$ cat config.mk
export PLATFORM = sky130hd
export DESIGN_NAME = time_load_conditioner
export DESIGN_NICKNAME = d
export VERILOG_FILES = /design/src/rtl/time_load_conditioner.sv
export SDC_FILE = /design/constraint.sdc
export NUM_CORES = 1
export LEC_CHECK = 0
export CAP_MARGIN = 5
export CORE_MARGIN = 5
export CORE_UTILIZATION = 53
export CTS_CLUSTER_DIAMETER = 100
export DETAILED_ROUTE_END_ITERATION = 7
export GPL_TIMING_DRIVEN = 0
export PLACE_DENSITY = 0.83
export SYNTH_ARGS = -nofsm -noshare
export SYNTH_HDL_FRONTEND = slang
export SYNTH_SLANG_ARGS = --single-unit
export TNS_END_PERCENT = 10
$ cat constraint.sdc
create_clock -name clk_i -period 2.4 [get_ports clk_i]
set_input_delay 0.72 -clock clk_i [delete_from_list [all_inputs] [get_ports clk_i]]
set_output_delay 0.72 -clock clk_i [all_outputs]
set_load 0.1 [all_outputs]
$ cat src/rtl/time_load_conditioner.sv
// time_load_conditioner: synchronise and debounce the load key, then validate and strobe the BCD switch time
module time_load_conditioner #(
  parameter int DB_CYCLES = 500000,
  parameter int CNT_W     = 19
) (
  input  logic        clk_i,
  input  logic        rst_ni,
  input  logic        key_n_i,
  input  logic [15:0] sw_i,
  output logic        load_o,
  output logic        load_err_o,
  output logic [3:0]  hr_hi_o,
  output logic [3:0]  hr_lo_o,
  output logic [3:0]  min_hi_o,
  output logic [3:0]  min_lo_o
);
  typedef enum logic [1:0] {IDLE, DEB_PRESS, PRESSED, DEB_RELEASE} state_t;
  logic             r_key_s1, r_key_s2;
  logic [15:0]      r_sw_s1, r_sw_s2;
  state_t           r_state, w_state_nxt;
  logic [CNT_W-1:0] r_cnt, w_cnt_nxt;
  logic             w_cap, w_valid, w_done;
  logic             r_load, r_err;
  logic [15:0]      r_digits;
  // two-flop synchronisers; the key idles released so reset never looks like a press
  always_ff @(posedge clk_i or negedge rst_ni) begin
    if (!rst_ni) begin
      r_key_s1 <= 1'b1;
      r_key_s2 <= 1'b1;
      r_sw_s1  <= '0;
      r_sw_s2  <= '0;
    end else begin
      r_key_s1 <= key_n_i;
      r_key_s2 <= r_key_s1;
      r_sw_s1  <= sw_i;
      r_sw_s2  <= r_sw_s1;
    end
  end
  assign w_done  = r_cnt == CNT_W'(DB_CYCLES - 1);
  assign w_valid = (r_sw_s2[15:12] <= 4'd2) && (r_sw_s2[11:8] <= 4'd9) &&
                   !(r_sw_s2[15:12] == 4'd2 && r_sw_s2[11:8] > 4'd3) &&
                   (r_sw_s2[7:4] <= 4'd5) && (r_sw_s2[3:0] <= 4'd9);
  // state and debounce counter registers
  always_ff @(posedge clk_i or negedge rst_ni) begin
    if (!rst_ni) begin
      r_state <= IDLE;
      r_cnt   <= '0;
    end else begin
      r_state <= w_state_nxt;
      r_cnt   <= w_cnt_nxt;
    end
  end
  // next state; the counter clears on every transition and only counts while debouncing
  always_comb begin
    w_state_nxt = r_state;
    w_cnt_nxt   = '0;
    w_cap       = 1'b0;
    case (r_state)
      IDLE:        w_state_nxt = r_key_s2 ? IDLE : DEB_PRESS;
      DEB_PRESS: begin
        if (r_key_s2) w_state_nxt = IDLE;
        else if (w_done) begin
          w_cap       = 1'b1;
          w_state_nxt = PRESSED;
        end else w_cnt_nxt = r_cnt + 1'b1;
      end
      PRESSED:     w_state_nxt = r_key_s2 ? DEB_RELEASE : PRESSED;
      DEB_RELEASE: begin
        if (!r_key_s2) w_state_nxt = PRESSED;
        else if (w_done) w_state_nxt = IDLE;
        else w_cnt_nxt = r_cnt + 1'b1;
      end
      default:     w_state_nxt = IDLE;
    endcase
  end
  // strobes and digits update on the capture edge; invalid values leave the digits untouched
  always_ff @(posedge clk_i or negedge rst_ni) begin
    if (!rst_ni) begin
      r_load   <= 1'b0;
      r_err    <= 1'b0;
      r_digits <= '0;
    end else begin
      r_load <= w_cap && w_valid;
      r_err  <= w_cap && !w_valid;
      if (w_cap && w_valid) r_digits <= r_sw_s2;
    end
  end
  assign load_o     = r_load;
  assign load_err_o = r_err;
  assign hr_hi_o    = r_digits[15:12];
  assign hr_lo_o    = r_digits[11:8];
  assign min_hi_o   = r_digits[7:4];
  assign min_lo_o   = r_digits[3:0];
endmodule

==> metrics <==
run status finished clean; headroom to the max-slew limit 34.9%; pin count of the biggest net entering global routing 74; HPWL after detailed placement 2970 µm; Gate Count Post-Synth 187; most area-consuming cells after synthesis dfrtp_1 67%, mux2_4 3.4%, mux2_2 3.0%; Overall Global Routing Usage 15.9%; total leakage power 1.59 nW; Maximum Capacitance Violations 0; unrepaired setup endpoints after global routing false; Cell Area, Synth 2650 µm²; delay of the slowest critical-path stage 0.58 ns; highest-delay cell along the critical path or4_4; vias after detailed routing 1607; endpoint kind of the worst setup timing path register; number of flip-flops and latches in the synthesized netlist 73; Startpoint Class register; final routed wirelength across all metal layers 4450 µm; total number of H-tree levels 3; total clock sinks 73; final slew viol count 0; total gr overflow 0; Worst Slack Setup Final 0.103 ns; Die Outline Area 6520 µm²; initial standard-cell utilization of the core 55.5%; antenna diode count 0; CTS max path bufs 2; violation count after the first detailed-route iteration 60; per-instance average area after synthesis 14.2 µm²; Min-Delay Path Class reg -> reg; power per unit of standard cell area 775 nW/µm²; origin of the worst min-delay path r_sw_s1[8]; synthesized net count 207; TritonRoute pass-1 iters 4; worst path required time 2.63 ns; via count of the first global-routing pass 1572; via-per-instance ratio 5.23; die extent in y 80.8 µm; antenna violations before repair 0; layout cell share with drive strength beyond 1 20.0%; Multi-input gate area 777 µm²; Routed wire per std cell 14.5 µm; clock latency of the later-clocked register in the worst-skew pair 0.35 ns; TritonCTS clock tree yes; fraction of the cycle the final worst path needs 95.7%; number of nets with antenna violations after routing 0; Std-Cell Core Area 4790 µm²; clock-pin slew of the registers on the worst-case setup and hold paths 0.07 ns; width of the chip 80.8 µm; total area of sequential cells 1830 µm²; peak clock frequency supported by timing 435 MHz; gpl congestion 0.837; DRC errors left 0; number of filler instances in the final layout 339; Buffers & Inverters on Critical Path 2; maximum resistive drop on vdd 391 µV; startpoint of the worst-slack reg-to-reg timing path r_cnt[6]; Final Non-Filler Cells 307; maximum fanout encountered on the critical timing path 10; number of top-level pins 37; sequence of cells on the critical path or4_4 > nor4_4 > buf_4 > nand4_4 > buf_6 > mux2_4; share of Yosys cell area claimed by the top area cell type 66.9%; first-pass GRT wire length 7510 µm; CTS Root Cell clkbuf_8; Synth cell types 37; critical setup path kind reg -> reg; data arrival time of the worst path 2.52 ns; Setup TNS 0 ns; post-synthesis to final-layout area growth 26.1%; transition time at the pin with the least slew margin 0.981 ns; post-detailed-placement cell area 3100 µm²; cell type with the highest aggregate area in the netlist dfrtp_1; number of buffers created by CTS 9; count of synthesis-stage warnings from yosys 0; hold-fix buffers at CTS 0; Top delay family on crit path simple AND/OR/NAND/NOR gates; number of hold violations in the final report 0; DP Cell Count 290; minimum clock period 2.30 ns; number of rows created at floorplan 25; worst-case hold slack 0.348 ns; part of the Yosys area used for sequential elements 68.9%; final instance area 3350 µm²; Worst Clk Skew 0.0115 ns; number of nets in the final layout 255; launch point of the worst path r_cnt[6]; number of failing setup endpoints in the final timing report 0; worst setup slack after placement -0.0171 ns; Buffers on Ports 36
==> final timing paths <==
| path | to | cells after the start | slack [ns] |
|---|---|---|---|
| worst min register to register | r_sw_s2[8] | 0 | 0.35 |
| worst max register to register | r_digits[8] | 6 | 0.10 |
| max in group asynchronous | r_cnt[3] | 1 | 1.36 |
| min in group asynchronous | load_o | 1 | 0.49 |
| worst max-delay path | r_digits[8] | 6 | 0.10 |
| worst min-delay path | r_sw_s2[8] | 0 | 0.35 |
==> what timing repair did <==
action / CTS / global route
pin swaps: 0 / 1
setup endpoints to repair: 24 / 16
buffers inserted: 0 / 1
gates resized for setup: 19 / 0
==> cells in the mapped netlist <==
master and number:
dfstp_2 2, and2_1 1, and2_2 3, nor2_1 17
and4b_1 1, nand4_1 9, clkbuf_1 2, mux2_2 7
nor3_1 2, mux2_4 6, buf_6 1, or4_4 1
o32ai_1 1, ha_1 1, buf_2 2, nor4_4 1
and4_1 1, xor2_1 7, mux2i_1 1, nand3_1 9
inv_1 5, nor4_1 4, a31o_2 2, and3_1 2
o21a_1 1, a21o_2 1, a21oi_1 4, nand3b_1 1
nand2_1 6, and4_2 1, or3_1 1, dfrtp_1 71
or4b_4 1, o21ai_0 2, xnor2_1 8, nand4_4 1
and3_2 1
==> where the power goes <==
group / internal (mW) / leakage, nW / switching [mW]
logic: 0.0319 / 0.522 / 0.0368
clock network: 0.801 / 0.131 / 0.447
registers: 1.26 / 0.936 / 0.0134
==> routing by layer <==
layer	global-route usage [%]	part of all wire, %	up-vias
met5	0	0	-
met4	7.09	1.9	0
met3	7.10	5.9	7
met2	23.8	48	47
met1	20.1	44	803
li1	-	-	750
==> registers in the layout, summed over array words and instances, names as in the netlist, named ones only <==
register    count
r_cnt          19
r_digits       16
r_sw_s1        16
r_sw_s2        16
load_err_o      1
load_o          1
r_key_s1        1
r_key_s2        1
r_state         1
==> placed cells by master, fill, tap and decap left out, types with 2 or more instances in the layout <==
cell type and n:
a21oi_1 4, a31o_2 2, and2_2 3, and3_1 2, buf_2 2, buf_4 2
bufinv_16 4, clkbuf_1 2, clkbuf_8 9, clkdlybuf4s50_1 17, dfrtp_1 71, dfstp_2 2
dlygate4sd2_1 18, inv_1 5, mux2_2 7, mux2_4 6, nand2_1 6, nand3_1 9
nand4_1 9, nor2_1 17, nor3_1 2, nor4_1 4, o21ai_0 2, xnor2_1 8
xor2_1 7
==> per-stage QoR <==
| stage | power (mW) | util [%] |
|---|---|---|
| 4_1_cts | 2.63 | 69.8 |
| 3_5_place_dp | 1.37 | 64.7 |
| 3_3_place_gp | 1.37 | 64.7 |
| 2_1_floorplan | 1.31 | - |
| 5_1_grt | 2.71 | 69.9 |
| 6_report | 2.59 | 69.9 |
==> area by class of cell <==
| cell class | instances | area share, % |
|---|---|---|
| clock inverter | 6 | 4.11 |
| tap | 67 | 2.50 |
| clock buffer | 10 | 3.81 |
| timing repair buffer | 37 | 10.2 |
| inverter | 5 | 0.561 |
| buffer | 5 | 0.897 |
| multi-input combinational | 104 | 23.2 |
| sequential | 73 | 54.7 |
==> worst register-to-register path, stage by stage, from the launching register on <==
cell and delay [ns]:
dfrtp_1 0.47, or4_4 0.58, nor4_4 0.27, buf_4 0.18, nand4_4 0.17, buf_6 0.22
mux2_4 0.30
==> kinds of logic after synthesis <==
kind of cell    Yosys count  share of synthesized area, %
fa+ha+maj                 1                         0.471
mux                      14                          6.74
compound gates           11                          2.73
buf+inv                  10                          1.79
simple gates             63                          14.4
xor+xnor                 15                          4.95
flops                    73                          68.9
Note: power is estimated with default switching activity, not from simulation.
